**src/rtl/nonrestoring_div_pkg.sv**
```systemverilog
// Shared widths, FSM encoding and quotient range limits for the sequential
// signed non-restoring divider (same W as the Booth multiplier it inverts).
package nonrestoring_div_pkg;

  localparam int W     = 8;
  localparam int CNT_W = $clog2(W) + 1;

  typedef enum logic [1:0] {
    S_IDLE = 2'd0,
    S_CALC = 2'd1,
    S_FIX  = 2'd2
  } state_e;

  // Largest positive quotient and largest negative quotient magnitude.
  localparam logic [W-1:0] Q_POS_MAX = {1'b0, {(W-1){1'b1}}};
  localparam logic [W-1:0] Q_NEG_MAG = {1'b1, {(W-1){1'b0}}};

  function automatic logic [W-1:0] cond_neg(input logic neg, input logic [W-1:0] v);
    return neg ? -v : v;
  endfunction

endpackage

```
**src/rtl/nonrestoring_div_if.sv**
```systemverilog
// Request/result bundle of the divider; master drives operands, slave returns results.
interface nonrestoring_div_if;
  import nonrestoring_div_pkg::*;

  logic           start;
  logic [2*W-1:0] dividend;
  logic [W-1:0]   divisor;
  logic           busy;
  logic           done;
  logic [W-1:0]   quotient;
  logic [W-1:0]   remainder;
  logic           div_by_zero;
  logic           overflow;

  modport master (
    output start, dividend, divisor,
    input  busy, done, quotient, remainder, div_by_zero, overflow
  );

  modport slave (
    input  start, dividend, divisor,
    output busy, done, quotient, remainder, div_by_zero, overflow
  );

endinterface

```
**src/rtl/nr_div_step.sv**
```systemverilog
// One non-restoring iteration: shift {P,Q} left, add or subtract the divisor
// depending on the old sign of P, and shift in the new quotient bit.
module nr_div_step
  import nonrestoring_div_pkg::*;
(
  input  logic [W:0]   p_i,
  input  logic [W-1:0] q_i,
  input  logic [W-1:0] d_i,
  output logic [W:0]   p_o,
  output logic [W-1:0] q_o
);

  logic [W:0] p_sh;
  logic [W:0] d_ext;

  always_comb begin
    // P stays within [-D, D), so dropping its top bit on the shift is lossless.
    p_sh  = {p_i[W-1:0], q_i[W-1]};
    d_ext = {1'b0, d_i};
    p_o   = p_i[W] ? (p_sh + d_ext) : (p_sh - d_ext);
    q_o   = {q_i[W-2:0], ~p_o[W]};
  end

endmodule

```
**src/rtl/nonrestoring_div.sv**
```systemverilog
// Sequential signed 2W/W divider: sign/magnitude pre-processing, W iteration
// cycles, then one fix-up cycle applying signs, range check and flag outputs.
module nonrestoring_div
  import nonrestoring_div_pkg::*;
(
  input  logic               clk,
  input  logic               rst_n,
  nonrestoring_div_if.slave  bus
);

  state_e           state_q, state_d;
  logic [CNT_W-1:0] cnt_q, cnt_d;
  logic [W:0]       p_q, p_d;
  logic [W-1:0]     acc_q, acc_d;
  logic [W-1:0]     dvs_q, dvs_d;
  logic [W-1:0]     dvd_lo_q, dvd_lo_d;
  logic             neg_quo_q, neg_quo_d;
  logic             neg_rem_q, neg_rem_d;
  logic             dz_q, dz_d;
  logic             ovu_q, ovu_d;
  logic             busy_q, busy_d;
  logic             done_q, done_d;
  logic [W-1:0]     quotient_q, quotient_d;
  logic [W-1:0]     remainder_q, remainder_d;
  logic             div_by_zero_q, div_by_zero_d;
  logic             overflow_q, overflow_d;

  logic [2*W-1:0]   dvd_abs;
  logic [W-1:0]     dvs_abs;
  logic             dvs_zero;
  logic [W:0]       p_step;
  logic [W-1:0]     acc_step;
  logic [W-1:0]     rem_mag;
  logic             ovs;

  nr_div_step u_step (
    .p_i (p_q),
    .q_i (acc_q),
    .d_i (dvs_q),
    .p_o (p_step),
    .q_o (acc_step)
  );

  always_comb begin
    dvd_abs  = bus.dividend[2*W-1] ? -bus.dividend : bus.dividend;
    dvs_abs  = bus.divisor[W-1] ? -bus.divisor : bus.divisor;
    dvs_zero = (bus.divisor == '0);
    // Final restore step; the corrected remainder is below D so W bits suffice.
    rem_mag  = p_q[W] ? (p_q[W-1:0] + dvs_q) : p_q[W-1:0];
    ovs      = neg_quo_q ? (acc_q > Q_NEG_MAG) : (acc_q > Q_POS_MAX);
  end

  always_comb begin
    state_d       = state_q;
    cnt_d         = cnt_q;
    p_d           = p_q;
    acc_d         = acc_q;
    dvs_d         = dvs_q;
    dvd_lo_d      = dvd_lo_q;
    neg_quo_d     = neg_quo_q;
    neg_rem_d     = neg_rem_q;
    dz_d          = dz_q;
    ovu_d         = ovu_q;
    busy_d        = busy_q;
    done_d        = 1'b0;
    quotient_d    = quotient_q;
    remainder_d   = remainder_q;
    div_by_zero_d = div_by_zero_q;
    overflow_d    = overflow_q;

    unique case (state_q)
      S_IDLE: begin
        if (bus.start) begin
          state_d   = S_CALC;
          cnt_d     = '0;
          p_d       = {1'b0, dvd_abs[2*W-1:W]};
          acc_d     = dvd_abs[W-1:0];
          dvs_d     = dvs_abs;
          dvd_lo_d  = bus.dividend[W-1:0];
          neg_quo_d = bus.dividend[2*W-1] ^ bus.divisor[W-1];
          neg_rem_d = bus.dividend[2*W-1];
          dz_d      = dvs_zero;
          // A high half at or above |D| can only yield a quotient wider than W bits.
          ovu_d     = (dvd_abs[2*W-1:W] >= dvs_abs) & ~dvs_zero;
          busy_d    = 1'b1;
        end
      end

      S_CALC: begin
        p_d   = p_step;
        acc_d = acc_step;
        cnt_d = cnt_q + CNT_W'(1);
        if (cnt_q == CNT_W'(W - 1)) begin
          state_d = S_FIX;
        end
      end

      S_FIX: begin
        state_d = S_IDLE;
        busy_d  = 1'b0;
        done_d  = 1'b1;
        if (dz_q) begin
          quotient_d    = '1;
          remainder_d   = dvd_lo_q;
          div_by_zero_d = 1'b1;
          overflow_d    = 1'b0;
        end else if (ovu_q || ovs) begin
          quotient_d    = '0;
          remainder_d   = '0;
          div_by_zero_d = 1'b0;
          overflow_d    = 1'b1;
        end else begin
          quotient_d    = cond_neg(neg_quo_q, acc_q);
          remainder_d   = cond_neg(neg_rem_q, rem_mag);
          div_by_zero_d = 1'b0;
          overflow_d    = 1'b0;
        end
      end

      default: begin
        state_d = S_IDLE;
        busy_d  = 1'b0;
      end
    endcase
  end

  always_ff @(posedge clk) begin
    if (!rst_n) begin
      state_q       <= S_IDLE;
      cnt_q         <= '0;
      p_q           <= '0;
      acc_q         <= '0;
      dvs_q         <= '0;
      dvd_lo_q      <= '0;
      neg_quo_q     <= 1'b0;
      neg_rem_q     <= 1'b0;
      dz_q          <= 1'b0;
      ovu_q         <= 1'b0;
      busy_q        <= 1'b0;
      done_q        <= 1'b0;
      quotient_q    <= '0;
      remainder_q   <= '0;
      div_by_zero_q <= 1'b0;
      overflow_q    <= 1'b0;
    end else begin
      state_q       <= state_d;
      cnt_q         <= cnt_d;
      p_q           <= p_d;
      acc_q         <= acc_d;
      dvs_q         <= dvs_d;
      dvd_lo_q      <= dvd_lo_d;
      neg_quo_q     <= neg_quo_d;
      neg_rem_q     <= neg_rem_d;
      dz_q          <= dz_d;
      ovu_q         <= ovu_d;
      busy_q        <= busy_d;
      done_q        <= done_d;
      quotient_q    <= quotient_d;
      remainder_q   <= remainder_d;
      div_by_zero_q <= div_by_zero_d;
      overflow_q    <= overflow_d;
    end
  end

  assign bus.busy        = busy_q;
  assign bus.done        = done_q;
  assign bus.quotient    = quotient_q;
  assign bus.remainder   = remainder_q;
  assign bus.div_by_zero = div_by_zero_q;
  assign bus.overflow    = overflow_q;

endmodule

```
**src/flat_wrapper.sv**
```systemverilog
// flat-port wrapper written by rule: the top's interface ports become plain ports
module nonrestoring_div_flat import nonrestoring_div_pkg::*;
  (clk, rst_n, bus_start, bus_dividend, bus_divisor, bus_busy, bus_done, bus_quotient, bus_remainder, bus_div_by_zero, bus_overflow);
  nonrestoring_div_if bus_i ();
  input  logic clk;
  input  logic rst_n;
  input wire logic [$bits(bus_i.start)-1:0] bus_start;
  input wire logic [$bits(bus_i.dividend)-1:0] bus_dividend;
  input wire logic [$bits(bus_i.divisor)-1:0] bus_divisor;
  output wire logic [$bits(bus_i.busy)-1:0] bus_busy;
  output wire logic [$bits(bus_i.done)-1:0] bus_done;
  output wire logic [$bits(bus_i.quotient)-1:0] bus_quotient;
  output wire logic [$bits(bus_i.remainder)-1:0] bus_remainder;
  output wire logic [$bits(bus_i.div_by_zero)-1:0] bus_div_by_zero;
  output wire logic [$bits(bus_i.overflow)-1:0] bus_overflow;
  assign bus_i.start = bus_start;
  assign bus_i.dividend = bus_dividend;
  assign bus_i.divisor = bus_divisor;
  assign bus_busy = bus_i.busy;
  assign bus_done = bus_i.done;
  assign bus_quotient = bus_i.quotient;
  assign bus_remainder = bus_i.remainder;
  assign bus_div_by_zero = bus_i.div_by_zero;
  assign bus_overflow = bus_i.overflow;
  nonrestoring_div u_core (.clk(clk), .rst_n(rst_n), .bus(bus_i));
endmodule
```
**config.mk**
```make
export PLATFORM = sky130hd
export DESIGN_NAME = nonrestoring_div_flat
export DESIGN_NICKNAME = d
export VERILOG_FILES = /design/src/rtl/nonrestoring_div_pkg.sv /design/src/rtl/nonrestoring_div_if.sv /design/src/rtl/nr_div_step.sv /design/src/rtl/nonrestoring_div.sv /design/src/flat_wrapper.sv
export SDC_FILE = /design/constraint.sdc
export NUM_CORES = 1
export LEC_CHECK = 0
export CAP_MARGIN = 0
export CORE_AREA = 4 4 118 92
export CTS_BUF_LIST = sky130_fd_sc_hd__clkbuf_4 sky130_fd_sc_hd__clkbuf_8
export DETAILED_ROUTE_END_ITERATION = 16
export DIE_AREA = 0 0 122 96
export HOLD_SLACK_MARGIN = 0.15
export PLACE_DENSITY = 0.74
export SYNTH_ARGS = -nofsm -noshare
export SYNTH_HDL_FRONTEND = slang
export SYNTH_HIERARCHICAL = 1
export SYNTH_SLANG_ARGS = --single-unit
```
**constraint.sdc**
```tcl
create_clock -name clk -period 2.7 [get_ports clk]
set_input_delay 0.54 -clock clk [delete_from_list [all_inputs] [get_ports clk]]
set_output_delay 0.54 -clock clk [all_outputs]
set_load 0.02 [all_outputs]
```
==> results by group <==
Outcome
  • Status: finished with violations
  • Failing checks: negative setup slack

Hold path
  • Worst min path class: reg2reg

CTS
  • Num CTS Buffers: 9
  • Clock sink total: 63
  • Clock latency on the worst-skew pair: 0.33 ns
  • CTS root buffer: clkbuf_8
  • CTS tree: built
  • Hold-fix buffers, CTS: 0
  • Clock buffer depth: 2
  • H-Tree Depth: 3
  • Worst-path clk slew: 0.06 ns

Floorplan
  • Die H: 96 um
  • Core area: 9580 sq um
  • Die ar.: 11,710 sq um
  • Placement Rows: 31
  • Die X: 122 um
  • Initial Util: 0.4421
  • Num ports: 47

Route
  • Final Routed Wirelength: 11,670 um
  • WL/cell: 15.54 um
  • DRT iter0 DRCs: 306
  • Residual DRC count: 0
  • Routed Antenna Nets: 0
  • DRT Pass-1 Iters: 5
  • Via count: 4,116
  • Drt via density: 5.481

Synthesis
  • Synth warn: 6
  • Mapped Nets: 582
  • Mapped Cells: 524
  • Top_reg_cell synth: dfxtp_1
  • FF+latch count, synth: 63
  • Asr flop ratio synth: 0
  • Post-synthesis sequential area ratio: 0.2978
  • Post-synth cell types: 57
  • Mapped Avg Cell Area: 8.083 sq um
  • Mapped cell area: 4235 sq um
  • Post-synth EDFFs: 0

Timing
  • Final Worst Setup Slack: -0.04736 ns
  • Max-slew headroom: 0.3401
  • Hold Fails Final Rpt: 0
  • Max Clock Freq: 364.0 MHz
  • Tmin final: 2.747 ns
  • Period utilization: 1.018
  • Final setup viols: 1
  • Final Max Tran Viols: 0
  • Final TNS setup: -0.04736 ns
  • Worst Skew: 0.006940 ns
  • Tightest hold margin: 0.4533 ns
  • RSZ-0062 raised after global routing: true
  • Worst Tran Pin Value: 0.9862 ns

Place
  • Placed inst area: 5176 sq um
  • Gpl congestion: 0.8883
  • Port Buf Inserts: 46
  • Dpl hpwl: 9054 um
  • Dpl ws: -0.6535 ns

Finish
  • Area growth syn-to-layout: 29.66%
  • Final nets: 672
  • Share of layout cells above drive strength 1: 0.1906
  • Antenna Cells: 0
  • Design area: 5492 sq um
  • Final Util: 0.5732

Pwr
  • Pwr/cell area: 549.6 nW/um^2
  • Psw: 1.008 mW
  • Switching Fraction: 0.3338
  • Leakage: 2.268 nW
  • P_int: 2.011 mW
  • Power share of the clock group: 0.281
  • Sequential power share: 0.353
  • Comb pwr share: 0.366
  • Max VDD drop: 0.0002731 V

Setup path
  • Setup CP Type: in2reg
  • Critical path's slowest cell: or4_4
  • Critical-path cell list: clkdlybuf4s15_2, or4_4, or4_4, buf_6, nor4b_4, ha_2, inv_1, a21oi_2, o2111ai_1, a31oi_1
  • Critical Path Max Stage Delay: 0.54 ns
  • CP most frequent cell: or4_4
  • Maximum fanout along the worst path: 2
  • CP Capture Type: register
  • WP data required: 2.95 ns
  • CP Launch Type: input pin
  • CP arrival: 3.00 ns

GRT
  • GRT Overall Usage: 0.2057
  • Largest net degree at the start of global routing: 40
  • Number of global-route vias before repair: 3,935
  • Initial antenna violation count: 0
  • First-pass GRT wire length: 19,280 um
  • Grt ovf: 0

Job
  • Max cap viols: 0
[critical path, delay by kind of cell]
family | cells | cell delay [ns]
simple gates | 3 | 1.31
compound gates | 3 | 0.53
buf+inv | 3 | 0.38
fa+ha+maj | 1 | 0.24
[state kept, by name (all words and copies together), names as in the netlist, 2 cells and up]
name                  flops
u_core/cnt_q              4
u_core/p_q                9
u_core/state_q            2
u_core/bus.remainder      8
u_core/dvs_q              8
u_core/acc_q              8
u_core/bus.quotient       8
u_core/dvd_lo_q           8
[final cells by class]
cell class	instances	area, sq um
fillers	881	4089
multi-input cells	410	2839
flip-flops and latches	63	1262
repair buffers	112	944.7
clock buffers	13	172.7
well taps	132	165.2
inverters	18	67.56
clock inverters	3	40.04
[cells in the mapped netlist, types with 2 or more instances]
cell / n / area (sq um)
nor3_1: 10 / 50.05
nor3b_1: 3 / 22.52
clkbuf_1: 26 / 97.59
nor4_1: 2 / 12.51
o31a_1: 2 / 17.52
a21o_1: 3 / 22.52
buf_4: 7 / 52.55
o41ai_2: 2 / 32.53
nor2_1: 51 / 191.4
inv_1: 17 / 63.81
a211oi_2: 2 / 25.02
nor2b_1: 6 / 37.54
ha_1: 29 / 362.9
fa_1: 2 / 40.04
dfxtp_1: 63 / 1261
o21ai_0: 20 / 100.1
nand3b_1: 2 / 15.01
a211oi_1: 9 / 67.56
a22oi_1: 11 / 82.58
or4_4: 2 / 22.52
o22ai_1: 9 / 56.30
o21a_1: 3 / 22.52
o21ai_1: 4 / 20.02
nand2b_1: 10 / 62.56
and3_1: 9 / 56.30
or3_1: 2 / 12.51
nand3_1: 4 / 20.02
mux2_2: 2 / 22.52
a221oi_1: 4 / 35.03
o41ai_1: 2 / 17.52
o31ai_1: 11 / 82.58
a31oi_1: 4 / 25.02
xnor2_1: 30 / 262.8
xor2_1: 18 / 157.7
a21oi_1: 57 / 285.3
nand2_1: 59 / 221.5
mux2i_1: 7 / 70.07
[final timing paths]
| kind | endpoint | start | slack (ns) | cells past startpoint |
|---|---|---|---|---|
| setup / recovery | u_core/ovu_q | bus_dividend[8] | -0.05 | 10 |
| hold / removal | u_core/dvd_lo_q[6] | u_core/dvd_lo_q[6] | 0.45 | 2 |
| setup reg to reg | u_core/bus.remainder[7] | u_core/dvs_q[0] | 0.10 | 9 |
| hold reg to reg | u_core/dvd_lo_q[6] | u_core/dvd_lo_q[6] | 0.45 | 2 |
[kinds of logic (layout without fill, tap and decap cells)]
family	after synthesis	in the layout	share of synthesized area
AO/OA/AOI/OAI	151	151	0.2313
XOR/XNOR	49	49	0.1031
adder cells (fa/ha/maj)	31	31	0.09513
buffers and inverters	51	146	0.05140
flip-flops	63	63	0.2978
multiplexers	9	9	0.02186
AND/OR/NAND/NOR	170	170	0.1994
[power groups by stage]
| stage | registers [mW] | logic [mW] | clock network [mW] |
|---|---|---|---|
| 6_report | 1.07 | 1.10 | 0.849 |
| 5_1_grt | 1.07 | 1.22 | 0.904 |
| 4_1_cts | 1.06 | 1.08 | 0.864 |
| 3_5_place_dp | 1.08 | 1.07 | 0 |
| 3_3_place_gp | 1.08 | 1.03 | 0 |
| 2_1_floorplan | 1.07 | 0.753 | 0 |
[metal layers]
metal  up-vias  routed length (um)  GRT usage
met5         -                   0          0
met4         0                 146    0.05224
met3        17                 807    0.04818
met2       152                5149     0.3153
met1      1900                5566     0.2923
li1       2047                   -          -
[metrics by stage]
stage	power [mW]	cells
after floorplan	1.820	524
after global routing	3.194	751
after CTS	3.004	748
after detailed placement	2.148	727
final	3.018	751
after global placement	2.112	727
[placed cells by master, fill, tap and decap left out, types with 4 or more instances in the layout]
cell / synthesis / layout
a211oi_1: 9 / 9
a21oi_1: 57 / 55
a221oi_1: 4 / 4
a22oi_1: 11 / 11
a31oi_1: 4 / 4
and3_1: 9 / 9
buf_4: 7 / 65
clkbuf_8: 0 / 12
clkdlybuf4s50_1: 0 / 36
dfxtp_1: 63 / 62
ha_1: 29 / 28
inv_1: 17 / 15
mux2i_1: 7 / 7
nand2_1: 59 / 59
nand2b_1: 10 / 10
nor2_1: 51 / 51
nor2b_1: 6 / 6
nor3_1: 10 / 10
o21ai_0: 20 / 18
o21ai_1: 4 / 5
o22ai_1: 9 / 9
o31ai_1: 11 / 10
xnor2_1: 30 / 29
xor2_1: 18 / 18
[timing repair]
action | in CTS | in global routing
setup buffers | 5 | 3
resized for setup | 28 | 10
pin swaps | 14 | 13
setup endpoints to repair | 1 | 4
Note: power is estimated with default switching activity, not from simulation.
